**src/rtl/bus_mux_pkg.sv**
```systemverilog
// Shared types and helpers for the registered break-before-make bus multiplexer.
package bus_mux_pkg;

  typedef enum logic [1:0] {IDLE, DRIVE, TURN} bm_state_t;

  function automatic logic sel_in_range(input int unsigned sel, input int unsigned nch);
    return sel < nch;
  endfunction

endpackage

```
**src/rtl/bus_mux_turnaround_if.sv**
```systemverilog
// Producer/consumer bundle for bus_mux_turnaround: channel data, select handshake, driven bus.
interface bus_mux_turnaround_if #(
  parameter int unsigned WIDTH = 8,
  parameter int unsigned NCH   = 4
);
  localparam int unsigned SELW = $clog2(NCH);

  logic [NCH*WIDTH-1:0] in_data;
  logic [SELW-1:0]      sel;
  logic                 sel_valid;
  logic                 sel_ready;
  logic                 req_off;
  logic [WIDTH-1:0]     out;
  logic                 out_en;
  logic [SELW-1:0]      cur_sel;
  logic                 sel_err;

  modport master (
    output in_data, sel, sel_valid, req_off,
    input  sel_ready, out, out_en, cur_sel, sel_err
  );

  modport slave (
    input  in_data, sel, sel_valid, req_off,
    output sel_ready, out, out_en, cur_sel, sel_err
  );

endinterface

```
**src/rtl/bus_mux_dead_cnt.sv**
```systemverilog
// Dead-time down-counter: loads DEAD-1, counts down while enabled, flags zero.
module bus_mux_dead_cnt #(
  parameter int unsigned DEAD = 2
) (
  input  logic clk,
  input  logic rst_n,
  input  logic load,
  input  logic dec,
  output logic zero
);

  localparam int unsigned CW = (DEAD > 1) ? $clog2(DEAD) : 1;

  logic [CW-1:0] cnt_q;

  always_ff @(posedge clk) begin
    if (!rst_n) begin
      cnt_q <= '0;
    end else if (load) begin
      cnt_q <= CW'(DEAD - 1);
    end else if (dec) begin
      cnt_q <= cnt_q - CW'(1);
    end
  end

  assign zero = (cnt_q == '0);

endmodule

```
**src/rtl/bus_mux_turnaround.sv**
```systemverilog
// NCH-to-1 registered bus mux; every source change passes through DEAD undriven cycles
// so two producers never appear on the shared bus back to back.
module bus_mux_turnaround
  import bus_mux_pkg::*;
#(
  parameter int unsigned WIDTH = 8,
  parameter int unsigned NCH   = 4,
  parameter int unsigned DEAD  = 2
) (
  input logic                clk,
  input logic                rst_n,
  bus_mux_turnaround_if.slave bus
);

  bm_state_t        state_q;
  bm_state_t        target_q;
  logic             in_range;
  logic             switching;
  logic             load;
  logic             dec;
  logic             cnt_zero;
  logic [WIDTH-1:0] req_data;
  logic [WIDTH-1:0] cur_data;

  assign in_range  = sel_in_range(32'(bus.sel), NCH);
  // req_data is only consumed when in_range, so an out-of-range slice is harmless.
  assign req_data  = bus.in_data[32'(bus.sel) * WIDTH +: WIDTH];
  assign cur_data  = bus.in_data[32'(bus.cur_sel) * WIDTH +: WIDTH];
  assign switching = bus.sel_valid && in_range && (bus.sel != bus.cur_sel);

  assign load          = (state_q == DRIVE) && (bus.req_off || switching);
  assign dec           = (state_q == TURN) && !cnt_zero;
  assign bus.sel_ready = (state_q != TURN);

  bus_mux_dead_cnt #(
    .DEAD (DEAD)
  ) u_dead_cnt (
    .clk   (clk),
    .rst_n (rst_n),
    .load  (load),
    .dec   (dec),
    .zero  (cnt_zero)
  );

  always_ff @(posedge clk) begin
    if (!rst_n) begin
      state_q     <= IDLE;
      target_q    <= IDLE;
      bus.out     <= '0;
      bus.out_en  <= 1'b0;
      bus.cur_sel <= '0;
      bus.sel_err <= 1'b0;
    end else begin
      bus.sel_err <= 1'b0;
      unique case (state_q)
        IDLE: begin
          if (bus.sel_valid) begin
            if (in_range) begin
              state_q     <= DRIVE;
              bus.cur_sel <= bus.sel;
              bus.out_en  <= 1'b1;
              bus.out     <= req_data;
            end else begin
              bus.sel_err <= 1'b1;
            end
          end
        end
        DRIVE: begin
          // Release beats a simultaneous select; the select is dropped, not queued.
          if (bus.req_off) begin
            state_q    <= TURN;
            target_q   <= IDLE;
            bus.out_en <= 1'b0;
            bus.out    <= '0;
          end else if (switching) begin
            state_q     <= TURN;
            target_q    <= DRIVE;
            bus.cur_sel <= bus.sel;
            bus.out_en  <= 1'b0;
            bus.out     <= '0;
          end else begin
            bus.out <= cur_data;
            if (bus.sel_valid && !in_range) begin
              bus.sel_err <= 1'b1;
            end
          end
        end
        TURN: begin
          if (cnt_zero) begin
            state_q <= target_q;
            if (target_q == DRIVE) begin
              bus.out_en <= 1'b1;
              bus.out    <= cur_data;
            end
          end
        end
        default: state_q <= IDLE;
      endcase
    end
  end

endmodule
```
**src/flat_wrapper.sv**
```systemverilog
// flat-port wrapper written by rule: the top's interface ports become plain ports
module bus_mux_turnaround_flat import bus_mux_pkg::*;
#(
  parameter int unsigned WIDTH = 8,
  parameter int unsigned NCH   = 4,
  parameter int unsigned DEAD  = 2
)
  (clk, rst_n, bus_in_data, bus_sel, bus_sel_valid, bus_req_off, bus_sel_ready, bus_out, bus_out_en, bus_cur_sel, bus_sel_err);
  bus_mux_turnaround_if #(.WIDTH(WIDTH), .NCH(NCH)) bus_i ();
  input logic clk;
  input logic rst_n;
  input wire logic [$bits(bus_i.in_data)-1:0] bus_in_data;
  input wire logic [$bits(bus_i.sel)-1:0] bus_sel;
  input wire logic [$bits(bus_i.sel_valid)-1:0] bus_sel_valid;
  input wire logic [$bits(bus_i.req_off)-1:0] bus_req_off;
  output wire logic [$bits(bus_i.sel_ready)-1:0] bus_sel_ready;
  output wire logic [$bits(bus_i.out)-1:0] bus_out;
  output wire logic [$bits(bus_i.out_en)-1:0] bus_out_en;
  output wire logic [$bits(bus_i.cur_sel)-1:0] bus_cur_sel;
  output wire logic [$bits(bus_i.sel_err)-1:0] bus_sel_err;
  assign bus_i.in_data = bus_in_data;
  assign bus_i.sel = bus_sel;
  assign bus_i.sel_valid = bus_sel_valid;
  assign bus_i.req_off = bus_req_off;
  assign bus_sel_ready = bus_i.sel_ready;
  assign bus_out = bus_i.out;
  assign bus_out_en = bus_i.out_en;
  assign bus_cur_sel = bus_i.cur_sel;
  assign bus_sel_err = bus_i.sel_err;
  bus_mux_turnaround #(.WIDTH(WIDTH), .NCH(NCH), .DEAD(DEAD)) u_core (.clk(clk), .rst_n(rst_n), .bus(bus_i));
endmodule
```
**config.mk**
```make
export PLATFORM = sky130hd
export DESIGN_NAME = bus_mux_turnaround_flat
export DESIGN_NICKNAME = d
export VERILOG_FILES = /design/src/rtl/bus_mux_pkg.sv /design/src/rtl/bus_mux_turnaround_if.sv /design/src/rtl/bus_mux_dead_cnt.sv /design/src/rtl/bus_mux_turnaround.sv /design/src/flat_wrapper.sv
export SDC_FILE = /design/constraint.sdc
export NUM_CORES = 1
export LEC_CHECK = 0
export BUFFER_PORTS_ARGS = -buffer_cell sky130_fd_sc_hd__buf_2
export CAP_MARGIN = 20
export CORE_ASPECT_RATIO = 1.2
export CORE_MARGIN = 4
export CORE_UTILIZATION = 43
export CTS_CLUSTER_SIZE = 20
export DETAILED_ROUTE_END_ITERATION = 8
export PLACE_DENSITY = 0.76
export SYNTH_ARGS = -nofsm -noshare
export SYNTH_HDL_FRONTEND = slang
export SYNTH_SLANG_ARGS = --single-unit
```
**constraint.sdc**
```tcl
create_clock -name clk -period 1.8 [get_ports clk]
set_input_delay 0.18 -clock clk [delete_from_list [all_inputs] [get_ports clk]]
set_output_delay 0.18 -clock clk [all_outputs]
set_load 0.02 [all_outputs]
```
# Word level (Yosys, flattened, before mapping)
# Index checks and enable logic that the tools add are counted.
# word_totals
register_bits,16
output_inout_bits,13
wordCells,59
# classes
n_addsub,1
n_eq_ne,11
n_shift,2
mux,25
n_reduce_logical,14
# ops
cell,n
32-bit by 6-bit variable part select with 8-bit output,2
8-bit two-way mux,5
8-bit case mux with 3 select lines,1
2-bit two-way mux,9
"2-bit inequality test, second input constant",5
4-bit AND reduction,2
1-bit two-way mux,7
2-bit case mux with 3 select lines,1
2-bit nonzero test,3
5-bit AND reduction,1
"2-bit by 1-bit == test with 1-bit output, second input constant",2
2-bit case mux with 2 select lines,1
1-bit logical AND,3
"3-bit by 2-bit inequality test with 1-bit output, second input constant",1
1-bit case mux with 3 select lines,1
3-bit AND reduction,1
3-bit nonzero test,1
"2-bit == test, second input constant",1
2-bit logical NOT,1
"2-bit by 1-bit inequality test with 1-bit output, second input constant",1
2-bit inequality test,1
2-bit AND reduction,1
1-bit logical OR,1
"1-bit subtractor, second input constant",1

# Longest topological paths before layout
# logic_depth
depth_word,5
depth_mapped,6
ltp_nobuf,6

# By module
# Synthesis repeated with hierarchy kept, for this count alone.
# hier_totals
cells_unflattened,108
hier_area_um2,1236.2
# modules_own_cells
module,n_inst,cells_each,area_each_um2
bus_mux_turnaround,1,104,1196.1
bus_mux_dead_cnt,1,4,40.0

# Worst setup path before layout
# No wires, ideal clock.
# synth_timing
kind,register to register
start,register u_core.state_q[0]
end,register u_core.bus.out[6]
arrival_time_ns,1.757
t_required_ns,1.742
setup_slack_ns,-0.015
path_stages_with_launch,7
period_less_slack_ns,1.815
cell_sequence,dfxtp_1 inv_1 ha_1 nor2b_2 a2111o_1 a311oi_4 a221o_2
# synth_via
elab_chain_cells,3
elab_cells_between_ends,9
cone_classes,eq/ne: 5; mux: 1; reduce/logical: 3
# synth_lines
element,line_no,text
from (decl),bus_mux_turnaround.sv:15,bm_state_t state_q;
from (signal assigned),bus_mux_turnaround.sv:90,state_q <= target_q;
2-bit == test (tied with other cells),bus_mux_turnaround.sv:55,unique case (state_q)
2-bit inequality test (no source line) / 3-bit nonzero test (equally long branches),-,
4-bit AND reduction (no source line),-,
to (signal assigned),bus_mux_turnaround.sv:62,bus.out <= req_data;
to (signal assigned),bus_mux_turnaround.sv:82,bus.out <= cur_data;
to (signal assigned),bus_mux_turnaround.sv:93,bus.out <= cur_data;
to (decl),bus_mux_turnaround_if.sv:25,"output sel_ready, out, out_en, cur_sel, sel_err"
# Parallel ways exist; a longest one is shown, timed or not.
# A chain may end at the register's enable or synchronous reset.

# Final worst setup path
# layout_timing
start,register u_core.state_q[1]
end,register u_core.bus.out[2]
# Same word-level chain as after synthesis.

==> results <==
- The flow ran to the end, and the final reports show no timing, DRC or antenna violations.
- The number of antenna diodes in the final layout is 0.
- The placement-stage cell area is 0.00150 mm2.
- The number of enable-type register cells in the synthesized netlist is 0.
- The total congestion overflow after global routing is 0.
- The Yosys step of the flow raised 0 warnings.
- The netlist uses 27 different library cells.
- The core occupancy in the finished layout is 61.7%.
- The initial DRC count is 41.
- The core region is 0.00260 mm2.
- Setup violations remaining at the end of the flow were counted as 0.
- The wire-length estimate of the detail-placed layout is 2520 um.
- From bottom edge to top edge, the die measures 65.6 um.
- The total power per unit cell area is 1160 mW/mm2.
- Hold repair after CTS inserted 0 buffers.
- The final setup skew is 0.00826 ns.
- The via count of the first global-routing pass is 1194.
- The critical path endpoint category is a register.
- The worst path arrival time is 2.00 ns.
- The residual antenna-violating net count after detailed routing is 0.
- The cell accounting for the most synthesized area is sky130_fd_sc_hd__mux4_2.
- The worst hold path belongs to the class in -> reg.
- The area of the die is 0.00367 mm2.
- Row generation in the floorplan step produced 20 rows.
- The predominant post-synthesis flop cell is sky130_fd_sc_hd__dfxtp_1.
- The final weighted congestion in routability-driven placement is 0.823.
- The number of antenna violations at the first check in global routing was 0.
- The data required time at the worst endpoint is 2.03 ns.
- The post-route netlist has 64.6% of its cells at a drive strength greater than 1.
- The global routing usage summed across all routing layers is 17.1%.
- The number of I/O pins is 51.
- VDD sags by at most 0.571 mV.
- The largest net degree at the start of global routing is 12.
- The number of hold-slack violations in the final timing report is 0.
- Dividing the detail-routed wire length by the instance count gives 16.8 um.
- The net count after synthesis is 143.
- Dividing the detail-routed via count by the number of cells gives 5.91.
- The tree built by TritonCTS fans out to 15 sinks.
- The most common cell after layout, fill and taps aside is sky130_fd_sc_hd__buf_2.
- Ranked by total cell area, the synthesized netlist is headed by sky130_fd_sc_hd__mux4_2 (30%), sky130_fd_sc_hd__dfxtp_1 (25%), sky130_fd_sc_hd__a221o_2 (7.6%).
- TritonCTS built the clock tree.
- The width of the die is 56.0 um.
- The final standard cell count with taps included and fillers excluded is 191.
- The worst setup path is launched from a register.
- The cell area after layout is 0.00161 mm2.
- In this run, placement finished with an instance count of 184.
- After detailed routing, the number of remaining DRC violations is 0.
- Of the synthesized area, sequential elements account for 25.3%.
- Summed over all layers, the routed wires come to 3220 um.
- The first detailed-routing pass ran for 4 iterations.
- The tree is rooted in a sky130_fd_sc_hd__clkbuf_4.
- The total standard cell area after synthesis is 0.00119 mm2.
- The clock latency on the worst-skew pair is 0.28 ns.
- For this run, the top clock speed supported by timing is 0.563 GHz.
- The analysis attributes to cell leakage a power of 0.000697 uW.
- Across all layers, the routed design uses 1128 vias.
- For this run, asynchronously set or reset flops after synthesis account for 0%.
- In this run the number of H-tree levels came out at 1.
- The number of nets in the final layout is 202.
- The mean area per synthesized cell is 11.9 um2.
- The gate count after technology mapping is 100.
- The slack of the critical path is 0.0234 ns.
- Counting the buffers created by CTS gives 3.
- The count of maximum capacitance violations is 0.
- The longest clock path from root to sink contains 2 buffers.
- The first global-routing pass estimated 4950 um of wire.
- The synthesized design contains 15 register bits.
- The initial utilization of the core area, before any placement, comes to 45.7%.
- In the layout the commonest cells are sky130_fd_sc_hd__buf_2 (49), sky130_fd_sc_hd__mux4_2 (16), sky130_fd_sc_hd__dfxtp_1 (13).
- The total of buffers placed on input and output ports is 49.
- The post-route clock period utilization is 98.7%.
- The area overhead of the layout relative to synthesis is 35.1%.
- The path type of the worst setup path is reg -> reg.
- The number of pins with negative max-slew slack in the final report is 0.
- The post-layout minimum cycle time is 1.78 ns.
- Of all nets on the critical path, the largest fanout is 6.
- Clock-pin slew was measured on the worst setup and hold paths at 0.10 ns.
- After routing, the total negative slack on setup checks comes to 0 ns.
- The area share of the largest cell type after synthesis is 30.3%.
- Prior to clock tree synthesis, the placed netlist has a worst setup slack of -0.153 ns.
## cells in the mapped netlist, types with 2 or more instances
library cell / number
sky130_fd_sc_hd__xnor2_1: 2
sky130_fd_sc_hd__buf_4: 3
sky130_fd_sc_hd__nand2b_1: 2
sky130_fd_sc_hd__nor2_1: 5
sky130_fd_sc_hd__mux4_2: 16
sky130_fd_sc_hd__a2111o_1: 2
sky130_fd_sc_hd__mux2i_1: 3
sky130_fd_sc_hd__a211oi_1: 4
sky130_fd_sc_hd__a21oi_1: 3
sky130_fd_sc_hd__ha_1: 5
sky130_fd_sc_hd__nor2b_1: 10
sky130_fd_sc_hd__dfxtp_1: 15
sky130_fd_sc_hd__a221o_2: 8
sky130_fd_sc_hd__nand2_1: 3
sky130_fd_sc_hd__buf_2: 2
sky130_fd_sc_hd__a31oi_1: 2
sky130_fd_sc_hd__inv_1: 5
## stage by stage
stage | total power [uW] | hold slack (ns)
2_1_floorplan | 1210 | 0.280
3_3_place_gp | 1500 | 0.392
3_5_place_dp | 1550 | 0.403
4_1_cts | 1760 | 0.0913
5_1_grt | 1970 | 0.108
6_report | 1850 | 0.108
## worst max-delay path: stages, from the launching register on
cell	delay, ns
sky130_fd_sc_hd__dfxtp_4	0.38
sky130_fd_sc_hd__inv_4	0.05
sky130_fd_sc_hd__ha_4	0.15
sky130_fd_sc_hd__nor2b_4	0.14
sky130_fd_sc_hd__a2111o_1	0.39
sky130_fd_sc_hd__a311oi_4	0.31
sky130_fd_sc_hd__buf_6	0.17
sky130_fd_sc_hd__a221o_2	0.14
## final timing paths
kind | from | endpoint | slack [ns] | depth (start not counted)
worst max-delay path | u_core.state_q[1] | u_core.bus.out[2] | 0.02 | 7
worst min-delay path | bus_req_off | u_core.target_q[0] | 0.11 | 2
worst max register to register | u_core.state_q[1] | u_core.bus.out[2] | 0.02 | 7
worst min register to register | u_core.bus.out[0] | u_core.bus.out[0] | 0.50 | 1
## where the power goes
group	leakage [uW]	internal (uW)	switching, uW
registers	0.000124	450	76.8
clock network	0.0000177	82.4	114
logic	0.000555	550	581
total	0.000697	1080	772
## flip-flops by register name, indices dropped and copies added (netlist names)
register	cells
u_core.target_q	1
u_core.bus.cur_sel	2
u_core.state_q	2
u_core.u_dead_cnt.cnt_q	1
u_core.bus.out	8
u_core.bus.out_en	1
## per-layer routing
layer	vias to the layer above	wire length (um)	GRT usage (%)
met3	8	224	5.11
met2	51	1820	33.3
li1	522	-	-
met5	-	0	0
met4	0	47	5.64
met1	547	1120	17.1
## final cells by class
class | instances | area, um2
clock buffers | 3 | 22.5
clock inverters | 1 | 5.00
fillers | 231 | 997
inverters | 5 | 21.3
multi-input cells | 74 | 878
flip-flops and latches | 15 | 305
well taps | 33 | 41.3
repair buffers | 60 | 332
## cells by family after synthesis
kind of cell,count (synthesis),synth area share (%)
xor+xnor,2,1.47
other cells,1,0.315
compound gates,25,20.1
simple gates,22,10.1
fa+ha+maj,5,5.26
flops,15,25.3
buf+inv,11,4.63
mux,19,32.8
## repair_timing
action / in CTS / in global routing
gates resized for setup: 2 / 13
buffers inserted: 2 / 1
pin swaps: 1 / 4
setup endpoints to repair: 8 / 8
Note: power is estimated with default switching activity, not from simulation.
